<file path="config.mk">
export PLATFORM = sky130hd
export DESIGN_NAME = fast_square_sweep_controller
export DESIGN_NICKNAME = d
export VERILOG_FILES = /design/src/rtl/fast_square_sweep_controller_pkg.sv /design/src/rtl/fast_square_sweep_controller_sync_2ff.sv /design/src/rtl/fast_square_sweep_controller.sv
export SDC_FILE = /design/constraint.sdc
export NUM_CORES = 1
export LEC_CHECK = 0
export CAP_MARGIN = 25
export CORE_MARGIN = 2
export CORE_UTILIZATION = 45
export DETAILED_ROUTE_END_ITERATION = 10
export SYNTH_ARGS = -nofsm -noshare
export SYNTH_HDL_FRONTEND = slang
export SYNTH_SLANG_ARGS = --single-unit
</file>
<file path="constraint.sdc">
create_clock -name clock -period 5.54 [get_ports clock]
set_input_delay 1.108 -clock clock [delete_from_list [all_inputs] [get_ports clock]]
set_output_delay 1.108 -clock clock [all_outputs]
set_load 0.01 [all_outputs]
</file>
<file path="src/rtl/fast_square_sweep_controller_pkg.sv">
// -----------------------------------------------------------------------------
// fast_square_sweep_controller_pkg
//
// Shared definitions for the fast-square sweep controller:
//   - state_e      : FSM state encoding (values are visible on the debug port,
//                    so they are fixed and must not be re-ordered)
//   - debug layout : bit positions of the 4-bit debug word
//   - tick_max3    : helper used to size the shared tick down-counter
//   - pack_debug   : builds the debug word from its fields
// -----------------------------------------------------------------------------
package fast_square_sweep_controller_pkg;

  // State encoding. The numeric values appear on debug[2:0] and are used by
  // bring-up scripts, so each value is pinned explicitly.
  typedef enum logic [2:0] {
    ST_IDLE        = 3'd0,
    ST_SWEEP_RESET = 3'd1,
    ST_GUARD       = 3'd2,
    ST_WAIT_LOCK   = 3'd3,
    ST_RECORD      = 3'd4,
    ST_STEP        = 3'd5
  } state_e;

  // debug = {pll_locked_sync, state[2:0]}
  localparam int DEBUG_W        = 4;
  localparam int DEBUG_LOCK_BIT = 3;
  localparam int DEBUG_STATE_LSB = 0;
  localparam int DEBUG_STATE_W  = 3;

  // Largest of the three tick parameters; evaluated at elaboration time to
  // size the one counter shared by all timed states.
  function automatic int tick_max3(input int a, input int b, input int c);
    int m;
    m = a;
    if (b > m) m = b;
    if (c > m) m = c;
    return m;
  endfunction

  // Assemble the debug word in one place so the field layout is only
  // described once.
  function automatic logic [DEBUG_W-1:0] pack_debug(input logic   lock_sync,
                                                    input state_e st);
    logic [DEBUG_W-1:0] w;
    w = '0;
    w[DEBUG_LOCK_BIT] = lock_sync;
    w[DEBUG_STATE_LSB +: DEBUG_STATE_W] = st;
    return w;
  endfunction

endpackage : fast_square_sweep_controller_pkg

</file>
<file path="src/rtl/fast_square_sweep_controller_sync_2ff.sv">
// -----------------------------------------------------------------------------
// sync_2ff
//
// Two-flop synchronizer for a single asynchronous level signal. Used for the
// daughterboard pll_locked pin. Both flops reset to 0 so that "not locked"
// is reported until a real lock level has crossed into the clock domain.
//
// Ports:
//   clk    in  : destination clock
//   rst_n  in  : asynchronous active-low reset
//   d_i    in  : asynchronous input level
//   q_o    out : synchronized level, two clock cycles of latency
// -----------------------------------------------------------------------------
module sync_2ff (
  input  logic clk,
  input  logic rst_n,
  input  logic d_i,
  output logic q_o
);

  logic meta_q;
  logic sync_q;

  // NOTE: sequential state is written only with non-blocking assignments so
  // that every flop samples the value from before the clock edge; with
  // blocking assignments meta_q would pass straight through to sync_q and
  // the synchronizer would collapse to a single stage.
  always_ff @(posedge clk or negedge rst_n) begin
    if (!rst_n) begin
      meta_q <= 1'b0;
      sync_q <= 1'b0;
    end else begin
      meta_q <= d_i;
      sync_q <= meta_q;
    end
  end

  assign q_o = sync_q;

endmodule : sync_2ff

</file>
<file path="src/rtl/fast_square_sweep_controller.sv">
// -----------------------------------------------------------------------------
// fast_square_sweep_controller
//
// Steps an external synthesizer through NUM_FREQ_STEPS frequencies with two
// FX2 strobe lines, waits for PLL lock at each step and then opens a fixed
// RECORD_TICKS record window for the fast-square receiver. It also tells the
// receiver when to reset and when to advance to its next frequency bin.
//
// Sweep sequence:
//   IDLE -> SWEEP_RESET -> GUARD -> WAIT_LOCK -> RECORD -+-> STEP -> GUARD ...
//                ^                                      |
//                +------------- last step --------------+
//
// Parameters:
//   NUM_FREQ_STEPS : frequencies per sweep (>= 2)
//   RECORD_TICKS   : cycles per record window (>= 1)
//   PULSE_TICKS    : width of freq_step_out / freq_step_reset_out (>= 1)
//   GUARD_TICKS    : settle cycles after each pulse before lock is sampled (>= 1)
//
// Ports:
//   clock               in  : system clock (64 MHz)
//   reset               in  : asynchronous active-low reset
//   pll_locked          in  : asynchronous lock indicator from daughterboard
//   freq_step_reset_out out : returns synthesizer to the first frequency
//   freq_step_out       out : advances synthesizer by one frequency
//   rx_reset            out : holds the receiver in reset
//   rx_next             out : one-cycle strobe, receiver advances its bin
//   rx_record           out : high during the record window
//   debug[3:0]          out : {pll_locked_sync, state[2:0]}
//
// All outputs are registers decoded from the state/counter registers of the
// previous cycle, so every output lags the state register by one clock.
// -----------------------------------------------------------------------------
module fast_square_sweep_controller
  import fast_square_sweep_controller_pkg::*;
#(
  parameter int NUM_FREQ_STEPS = 34,
  parameter int RECORD_TICKS   = 35000,
  parameter int PULSE_TICKS    = 64,
  parameter int GUARD_TICKS    = 256
) (
  input  logic         clock,
  input  logic         reset,
  input  logic         pll_locked,
  output logic         freq_step_reset_out,
  output logic         freq_step_out,
  output logic         rx_reset,
  output logic         rx_next,
  output logic         rx_record,
  output logic [3:0]   debug
);

  // ---------------------------------------------------------------------------
  // Sizing
  // ---------------------------------------------------------------------------
  localparam int CNT_W  = $clog2(tick_max3(RECORD_TICKS, PULSE_TICKS,
                                           GUARD_TICKS)) + 1;
  localparam int SIDX_W = $clog2(NUM_FREQ_STEPS);

  // The counter is loaded with (ticks - 1) on entry to a timed state and the
  // state is left on the cycle it reads zero, giving exactly "ticks" cycles.
  localparam logic [CNT_W-1:0] PULSE_LOAD  = CNT_W'(PULSE_TICKS - 1);
  localparam logic [CNT_W-1:0] GUARD_LOAD  = CNT_W'(GUARD_TICKS - 1);
  localparam logic [CNT_W-1:0] RECORD_LOAD = CNT_W'(RECORD_TICKS - 1);
  localparam logic [SIDX_W-1:0] LAST_STEP  = SIDX_W'(NUM_FREQ_STEPS - 1);

  // ---------------------------------------------------------------------------
  // Lock synchronizer
  // ---------------------------------------------------------------------------
  logic pll_locked_sync;

  sync_2ff u_lock_sync (
    .clk   (clock),
    .rst_n (reset),
    .d_i   (pll_locked),
    .q_o   (pll_locked_sync)
  );

  // ---------------------------------------------------------------------------
  // State, shared tick counter, step index and output registers
  // ---------------------------------------------------------------------------
  state_e             state_q;
  logic [CNT_W-1:0]   cnt_q;
  logic [SIDX_W-1:0]  step_idx_q;

  logic               freq_step_reset_q;
  logic               freq_step_q;
  logic               rx_reset_q;
  logic               rx_next_q;
  logic               rx_record_q;
  logic [DEBUG_W-1:0] debug_q;

  logic cnt_done;
  assign cnt_done = (cnt_q == '0);

  // NOTE: every output register has an explicit asynchronous reset value so
  // that asserting reset drives the pins to their safe levels immediately,
  // without waiting for a clock edge; rx_reset resets high so the receiver
  // is held in reset while the controller itself is.
  always_ff @(posedge clock or negedge reset) begin
    if (!reset) begin
      state_q           <= ST_IDLE;
      cnt_q             <= '0;
      step_idx_q        <= '0;
      freq_step_reset_q <= 1'b0;
      freq_step_q       <= 1'b0;
      rx_reset_q        <= 1'b1;
      rx_next_q         <= 1'b0;
      rx_record_q       <= 1'b0;
      debug_q           <= '0;
    end else begin
      // Output decode of the current state; appears one cycle later.
      freq_step_reset_q <= (state_q == ST_SWEEP_RESET);
      freq_step_q       <= (state_q == ST_STEP);
      rx_reset_q        <= (state_q == ST_IDLE) || (state_q == ST_SWEEP_RESET);
      rx_record_q       <= (state_q == ST_RECORD);
      // STEP is always entered with the counter at PULSE_LOAD, so that value
      // marks its first cycle.
      rx_next_q         <= (state_q == ST_STEP) && (cnt_q == PULSE_LOAD);
      debug_q           <= pack_debug(pll_locked_sync, state_q);

      case (state_q)
        ST_IDLE: begin
          state_q <= ST_SWEEP_RESET;
          cnt_q   <= PULSE_LOAD;
        end

        ST_SWEEP_RESET: begin
          step_idx_q <= '0;
          if (cnt_done) begin
            state_q <= ST_GUARD;
            cnt_q   <= GUARD_LOAD;
          end else begin
            cnt_q <= cnt_q - 1'b1;
          end
        end

        ST_GUARD: begin
          if (cnt_done) begin
            state_q <= ST_WAIT_LOCK;
          end else begin
            cnt_q <= cnt_q - 1'b1;
          end
        end

        // No timeout: a synthesizer that never locks parks the sweep here,
        // visible as state 3 on the debug port.
        ST_WAIT_LOCK: begin
          if (pll_locked_sync) begin
            state_q <= ST_RECORD;
            cnt_q   <= RECORD_LOAD;
          end
        end

        // Lock is deliberately not watched here: the window length is fixed
        // so that every bin integrates over the same number of samples.
        ST_RECORD: begin
          if (cnt_done) begin
            cnt_q <= PULSE_LOAD;
            if (step_idx_q == LAST_STEP) begin
              state_q <= ST_SWEEP_RESET;
            end else begin
              state_q    <= ST_STEP;
              step_idx_q <= step_idx_q + 1'b1;
            end
          end else begin
            cnt_q <= cnt_q - 1'b1;
          end
        end

        ST_STEP: begin
          if (cnt_done) begin
            state_q <= ST_GUARD;
            cnt_q   <= GUARD_LOAD;
          end else begin
            cnt_q <= cnt_q - 1'b1;
          end
        end

        // Unreachable encodings (6, 7) recover through a fresh sweep.
        default: begin
          state_q <= ST_IDLE;
          cnt_q   <= '0;
        end
      endcase
    end
  end

  assign freq_step_reset_out = freq_step_reset_q;
  assign freq_step_out       = freq_step_q;
  assign rx_reset            = rx_reset_q;
  assign rx_next             = rx_next_q;
  assign rx_record           = rx_record_q;
  assign debug               = debug_q;

endmodule : fast_square_sweep_controller

</file>
==> impl_metrics.toml, run 1 <==
[drt]
routed-via-count = 1642
first_iter_violations = 135
wl_per_cell_um = 15.8
drtPass1Iterations = 4
ant_nets = 0
wl_mm = 4.27
vias_per_cell = 6.06
route.detailed.drc = 0

[sta]
final.setup.tns_ps = 0
finalSetupViolCount = 0
timing.final.crit_period_ps = 2780
rsz_0062_raised_after_global_routing = "no"
slew-limit-headroom_pct = 45.4
worstMarginPinSlew_ps = 819
whs_ps = 368
final_max_slew_viol_count = 0
post-route-period-util_pct = 50.1
skew_ps = 3.24
max_clock_freq_ghz = 0.360
report.final.hold_viol_count = 0

[clocking]
tritoncts.num_buffers = 5
post_cts_resized = 0
path_clk_slew_ps = 80
clock_latency_on_the_worst_skew_pair_ps = 290
tritoncts_clock_tree = "yes"
htreeDepth = 2
root_buffer_cell = "sky130_fd_sc_hd__clkbuf_8"
cts.sinks = 37
post_cts_hold_buffer_count = 0
cts_buffer_depth = 2
postCtsSetupBuffers = 0

[placed_design]
postPlaceCellArea_um2 = 2070
input_output_buffers = 11
dp.final_hpwl_mm = 2.86
place.detailed.instances = 263
gp_congestion = 0.853

[final_layout]
mostFrequentLayoutCell = "sky130_fd_sc_hd__dfrtp_1"
design.final.nets = 227
finalInstanceArea_um2 = 2190
layout_common_cells = "sky130_fd_sc_hd__dfrtp_1 (36), sky130_fd_sc_hd__o21ai_0 (20), sky130_fd_sc_hd__nand2_1 (18), sky130_fd_sc_hd__nor2_1 (16), sky130_fd_sc_hd__a21oi_1 (12)"
post-route-util_pct = 53.6
synthToLayoutAreaGrowth_pct = 12.2
stdcell_count = 271
final_layout_size_suffix_gt1_share_pct = 6.33
n_antenna_cell = 0

[floorplan]
i_o_pins = 12
rows = 23
floorplan.initialDensity_pct = 47.8
dieHeight_um = 69.9
die_area_um2 = 4880
core_area_um2 = 4090
fp.dieW_um = 69.9

[global_routing]
gr-total-overflow = 0
first_pass_grt_wire_length_mm = 7.29
grt_start_max_net_pins = 38
grt_pass1_vias = 1496
antenna_found_initial = 0
grt_use_total_pct = 18.8

[synthesis]
synth_mux_area_share_pct = 0
mappedNetlistNets = 219
synth_top_family_by_area = "simple AND/OR/NAND/NOR gates"
synth_seq_cells = 37
post_synth_num_cell_types = 45
complex_gate_fraction_of_the_synthesized_area_pct = 18.1
async_reset_ff_share_pct = 100
synth_edf_count = 0
post_synth.cell_area_avg_um2 = 9.21
netlist_instances = 212
basic_gate_share_of_the_synthesized_area_counting_and_or_nand_and_nor_cells_pct = 23.9
yosysSeqAreaShare_pct = 47.5
synth_top_flop_cell = "sky130_fd_sc_hd__dfrtp_1"
xor_xnor_cell_area_share_of_the_yosys_netlist_pct = 3.14
post_synth_instance_area_um2 = 1950
yosys.area_share.adder_pct = 3.07
yosysWarnings = 0

[worst_setup_path]
timing.critical_path.buf_inv = 0
crit_chain = "nor4_1 -> and4_1 -> a21o_1 -> o21ai_0 -> o311ai_0"
crit_path_top_delay_cell = "sky130_fd_sc_hd__nor4_1"
timing.setup.critical_path_class = "reg2reg"
cp_data_required_time_ps = 5710
largest_delay_contributor_family_on_the_critical_path = "simple AND/OR/NAND/NOR gates"
timing.critical_path.to_type = "flip-flop"
path_max_fanout = 17
worst-endpoint-arrival_ps = 2950
cp_slowest_stage_delay_ps = 710
setup.worst_path.start_class = "flip-flop"

[outcome]
outcome = "completed"

[run]
cap_viol_max_count = 0

[power_and_ir_drop]
peakVddDrop_uv = 141
power_leakage_nw = 0.959
power_density_nw_per_um2 = 241

[min_path]
hold_class = "reg2reg"
-- power by group --
part / internal, mW / leakage [nW] / switching (mW) / total [mW]
logic: 0.00186 / 0.431 / 0.00589 / 0.00775
registers: 0.271 / 0.471 / 0.000733 / 0.272
clock network: 0.146 / 0.0574 / 0.101 / 0.248
-- sequential cells by signal, summed over array words and instances, names as in the netlist --
register and count:
u_lock_sync.q_o 1, state_q 3, u_lock_sync.meta_q 1, rx_next 1, rx_reset 1, freq_step_reset_out 1
freq_step_out 1, debug 4, cnt_q 17, rx_record 1, step_idx_q 6
-- cell type report --
class                   instances  area (um^2)
clock buffers                   6         82.6
clock inverters                 2         37.5
multi-input cells             156          942
fillers                       380         1900
repair buffers                 11          105
well taps                      50         62.6
flip-flops and latches         37          927
inverters                       9         33.8
-- per-stage QoR --
stage / setup WS [ps] / power (mW)
after detailed placement: 2810 / 0.285
after floorplan: 3290 / 0.278
final: 2760 / 0.527
after CTS: 2780 / 0.530
after global placement: 2890 / 0.285
after global routing: 2550 / 0.546
-- cell families (layout without fill, tap and decap cells) --
family | Yosys count | in the layout
and+or+nand+nor | 87 | 87
AOI/OAI and AO/OA | 57 | 57
DFF | 37 | 37
buffers and inverters | 19 | 28
xor gates and xnor gates | 7 | 7
adders and majority gates | 5 | 5
-- synth_stat cells (all sizes together), types with 6 or more instances --
| cell | count | area [um^2] |
|---|---|---|
| dfrtp | 36 | 901 |
| a211oi | 6 | 45.0 |
| nor3 | 6 | 30.0 |
| clkbuf | 6 | 23.8 |
| nor2 | 16 | 60.1 |
| o21ai | 21 | 105 |
| nand2b | 8 | 50.1 |
| inv | 9 | 33.8 |
| nand3 | 8 | 40.0 |
| nand2 | 18 | 67.6 |
| a21oi | 12 | 60.1 |
-- worst reg2reg max path, delay by kind of cell (launching register included) --
family | cells | cell delay, ps
and+or+nand+nor | 2 | 1410
AOI/OAI and AO/OA | 3 | 800
DFF | 1 | 440
-- routing by layer --
metal	global-route usage [%]	up-vias	share of wire, %
li1	-	792	-
met1	26.6	789	49
met2	28.3	56	45
met3	4.76	5	5.1
met4	6.20	0	1.1
met5	0	-	0
-- final timing paths --
check | from | end | slack (ps) | depth (start not counted)
min | u_lock_sync.meta_q | u_lock_sync.q_o | 370 | 0
max | cnt_q[8] | cnt_q[15] | 2760 | 5
max reg2reg | cnt_q[8] | cnt_q[15] | 2760 | 5
min reg2reg | u_lock_sync.meta_q | u_lock_sync.q_o | 370 | 0
max in group asynchronous | reset | cnt_q[5] | 4120 | 1
min in group asynchronous | reset | cnt_q[10] | 910 | 1
No activity file was read; power rests on OpenSTA's default activity.
==> inputs of run 2 (changes only) <==
--- a/config.mk
+++ b/config.mk
@@ -9,6 +9,7 @@
 export CORE_MARGIN = 2
 export CORE_UTILIZATION = 45
 export DETAILED_ROUTE_END_ITERATION = 10
+export PLACE_DENSITY = 0.66
 export SYNTH_ARGS = -nofsm -noshare
 export SYNTH_HDL_FRONTEND = slang
 export SYNTH_SLANG_ARGS = --single-unit
==> constraint.sdc (replaced) <==
create_clock -name clock -period 2.4 [get_ports clock]
set_input_delay 0.48 -clock clock [delete_from_list [all_inputs] [get_ports clock]]
set_output_delay 0.48 -clock clock [all_outputs]
set_load 0.01 [all_outputs]
==> run 2 against run 1 <==
- cell count rose by 5.9%
- worst hold slack got worse by 80 ps
- sequential share of layout area fell by 2.8 points
- first-iteration DRC count rose by 21%
- clock power rose by 130%
- count of clock-buffer cells in the layout did not move
- wire length rose by 3.4%
- global-route usage rose by 1.1 points
- cell area rose by 7.0%
- largest power group unchanged
==> impl_metrics.toml, run 2 (synthesized netlist as in run 1, its figures left out) <==
[outcome]
outcome = "completed"

[drt]
wl_per_cell_um = 15.4
wl_mm = 4.42
ant_nets = 0
vias_per_cell = 5.88
first_iter_violations = 164
routed-via-count = 1687
drtPass1Iterations = 4
route.detailed.drc = 0

[final_layout]
post-route-util_pct = 57.3
n_antenna_cell = 0
largest_register = "cnt_q"
layout_common_cells = "sky130_fd_sc_hd__dfrtp_1 (36), sky130_fd_sc_hd__o21ai_0 (20), sky130_fd_sc_hd__nand2_1 (18), sky130_fd_sc_hd__nor2_1 (16), sky130_fd_sc_hd__buf_4 (15)"
final_layout_size_suffix_gt1_share_pct = 14.3
design.final.nets = 243
synthToLayoutAreaGrowth_pct = 20.0
largest_register_ff_count = 17
mostFrequentLayoutCell = "sky130_fd_sc_hd__dfrtp_1"

[power_and_ir_drop]
peakVddDrop_uv = 337
power_density_nw_per_um2 = 517
overall_power_of_the_completed_layout_mw = 1.21
power_leakage_nw = 1.03

[placed_design]
dp.final_hpwl_mm = 2.99
input_output_buffers = 11
gp_congestion = 0.805

[clocking]
tritoncts_clock_tree = "yes"
path_clk_slew_ps = 70
tritoncts.num_buffers = 5
htreeDepth = 2
cts_buffer_depth = 2
post_cts_hold_buffer_count = 0
clock_latency_on_the_worst_skew_pair_ps = 290
root_buffer_cell = "sky130_fd_sc_hd__clkbuf_8"
cts.sinks = 37

[floorplan]
dieHeight_um = 69.9
core_area_um2 = 4090
floorplan.initialDensity_pct = 47.8
i_o_pins = 12
rows = 23
fp.dieW_um = 69.9
die_area_um2 = 4880

[sta]
skew_ps = 4.04
final_max_slew_viol_count = 0
timing.final.crit_period_ps = 2270
post-route-period-util_pct = 94.6
max_clock_freq_ghz = 0.440
rsz_0062_raised_after_global_routing = "no"
finalSetupViolCount = 0
final.setup.tns_ps = 0
slew-limit-headroom_pct = 43.8
report.final.hold_viol_count = 0
worstMarginPinSlew_ps = 843

[global_routing]
antenna_found_initial = 0
gr-total-overflow = 0
first_pass_grt_wire_length_mm = 7.73
grt_use_total_pct = 19.9
grt_pass1_vias = 1656
grt_start_max_net_pins = 38

[worst_setup_path]
setup.worst_path.start_class = "flip-flop"
worst-endpoint-arrival_ps = 2490
crit-reg2reg-launch = "cnt_q[1]"
worstRegToRegCells = 7
startpoint = "cnt_q[1]"
worst_r2r_setup_slack_ps = 130
path_max_fanout = 5
timing.setup.critical_path_class = "reg2reg"
crit_chain = "inv_1 -> ha_4 -> or4b_4 -> or2_4 -> or3_1 -> or3_1 -> a21oi_1"
cp_common_cell = "sky130_fd_sc_hd__or3_1"
critical_path.endpoint = "cnt_q[10]"
cp_data_required_time_ps = 2620
cp_slowest_stage_delay_ps = 500
crit_path_top_delay_cell = "sky130_fd_sc_hd__or4b_4"
crit-reg2reg-capture = "cnt_q[10]"
timing.critical_path.to_type = "flip-flop"

[min_path]
hold_class = "in2async"

[run]
cap_viol_max_count = 0
[run 2: worst min path at each step]
stage,startpoint,slack (ps),depth (start not counted),endpoint
finish,reset,290,1,cnt_q[4]
global route,reset,340,1,cnt_q[14]
CTS,reset,320,1,cnt_q[8]
detailed placement,u_lock_sync.meta_q,340,0,u_lock_sync.q_o
global placement,u_lock_sync.meta_q,330,0,u_lock_sync.q_o
floorplan,reset,180,0,cnt_q[0]
[run 2: through the flow]
step	cell area, um^2	cells	setup slack (ps)	hold WS (ps)
5_1_grt	2340	287	35.7	345
3_3_place_gp	2200	278	95.8	333
6_report	2340	287	130	287
4_1_cts	2320	286	52.7	316
2_1_floorplan	1950	212	154	184
3_5_place_dp	2200	278	62.0	337
[run 2: repair_timing]
| item | CTS | global route |
|---|---|---|
| setup endpoints to repair | 0 | 20 |
| gates resized for setup | 0 | 5 |
| setup buffers | 0 | 1 |
[run 2: critical path, delay by kind of cell, from the launching register on]
| family | cells | cell delay, ps |
|---|---|---|
| compound gates | 1 | 140 |
| fa+ha+maj | 1 | 150 |
| buf+inv | 1 | 90 |
| flops | 1 | 410 |
| simple gates | 4 | 1410 |
[run 2: cell type report]
| type | instances | area, um^2 |
|---|---|---|
| Fill cell | 391 | 1740 |
| Multi-Input combinational cell | 156 | 962 |
| Sequential cell | 37 | 927 |
| Timing Repair Buffer | 27 | 238 |
| Clock buffer | 6 | 82.6 |
| Tap cell | 50 | 62.6 |
| Clock inverter | 2 | 37.5 |
| Inverter | 9 | 33.8 |
[run 2: metal layers]
layer | routed length [um] | vias up | track usage [%]
li1 | - | 821 | -
met1 | 2190 | 825 | 27.8
met2 | 2000 | 35 | 30.2
met3 | 160 | 6 | 4.91
met4 | 68 | 0 | 7.05
met5 | 0 | - | 0
[run 2: report_power, final]
part | internal [mW] | total, mW | switching, mW | leakage, nW
clock network | 0.338 | 0.566 | 0.228 | 0.0574
logic | 0.00429 | 0.0182 | 0.0140 | 0.506
registers | 0.626 | 0.628 | 0.00186 | 0.471
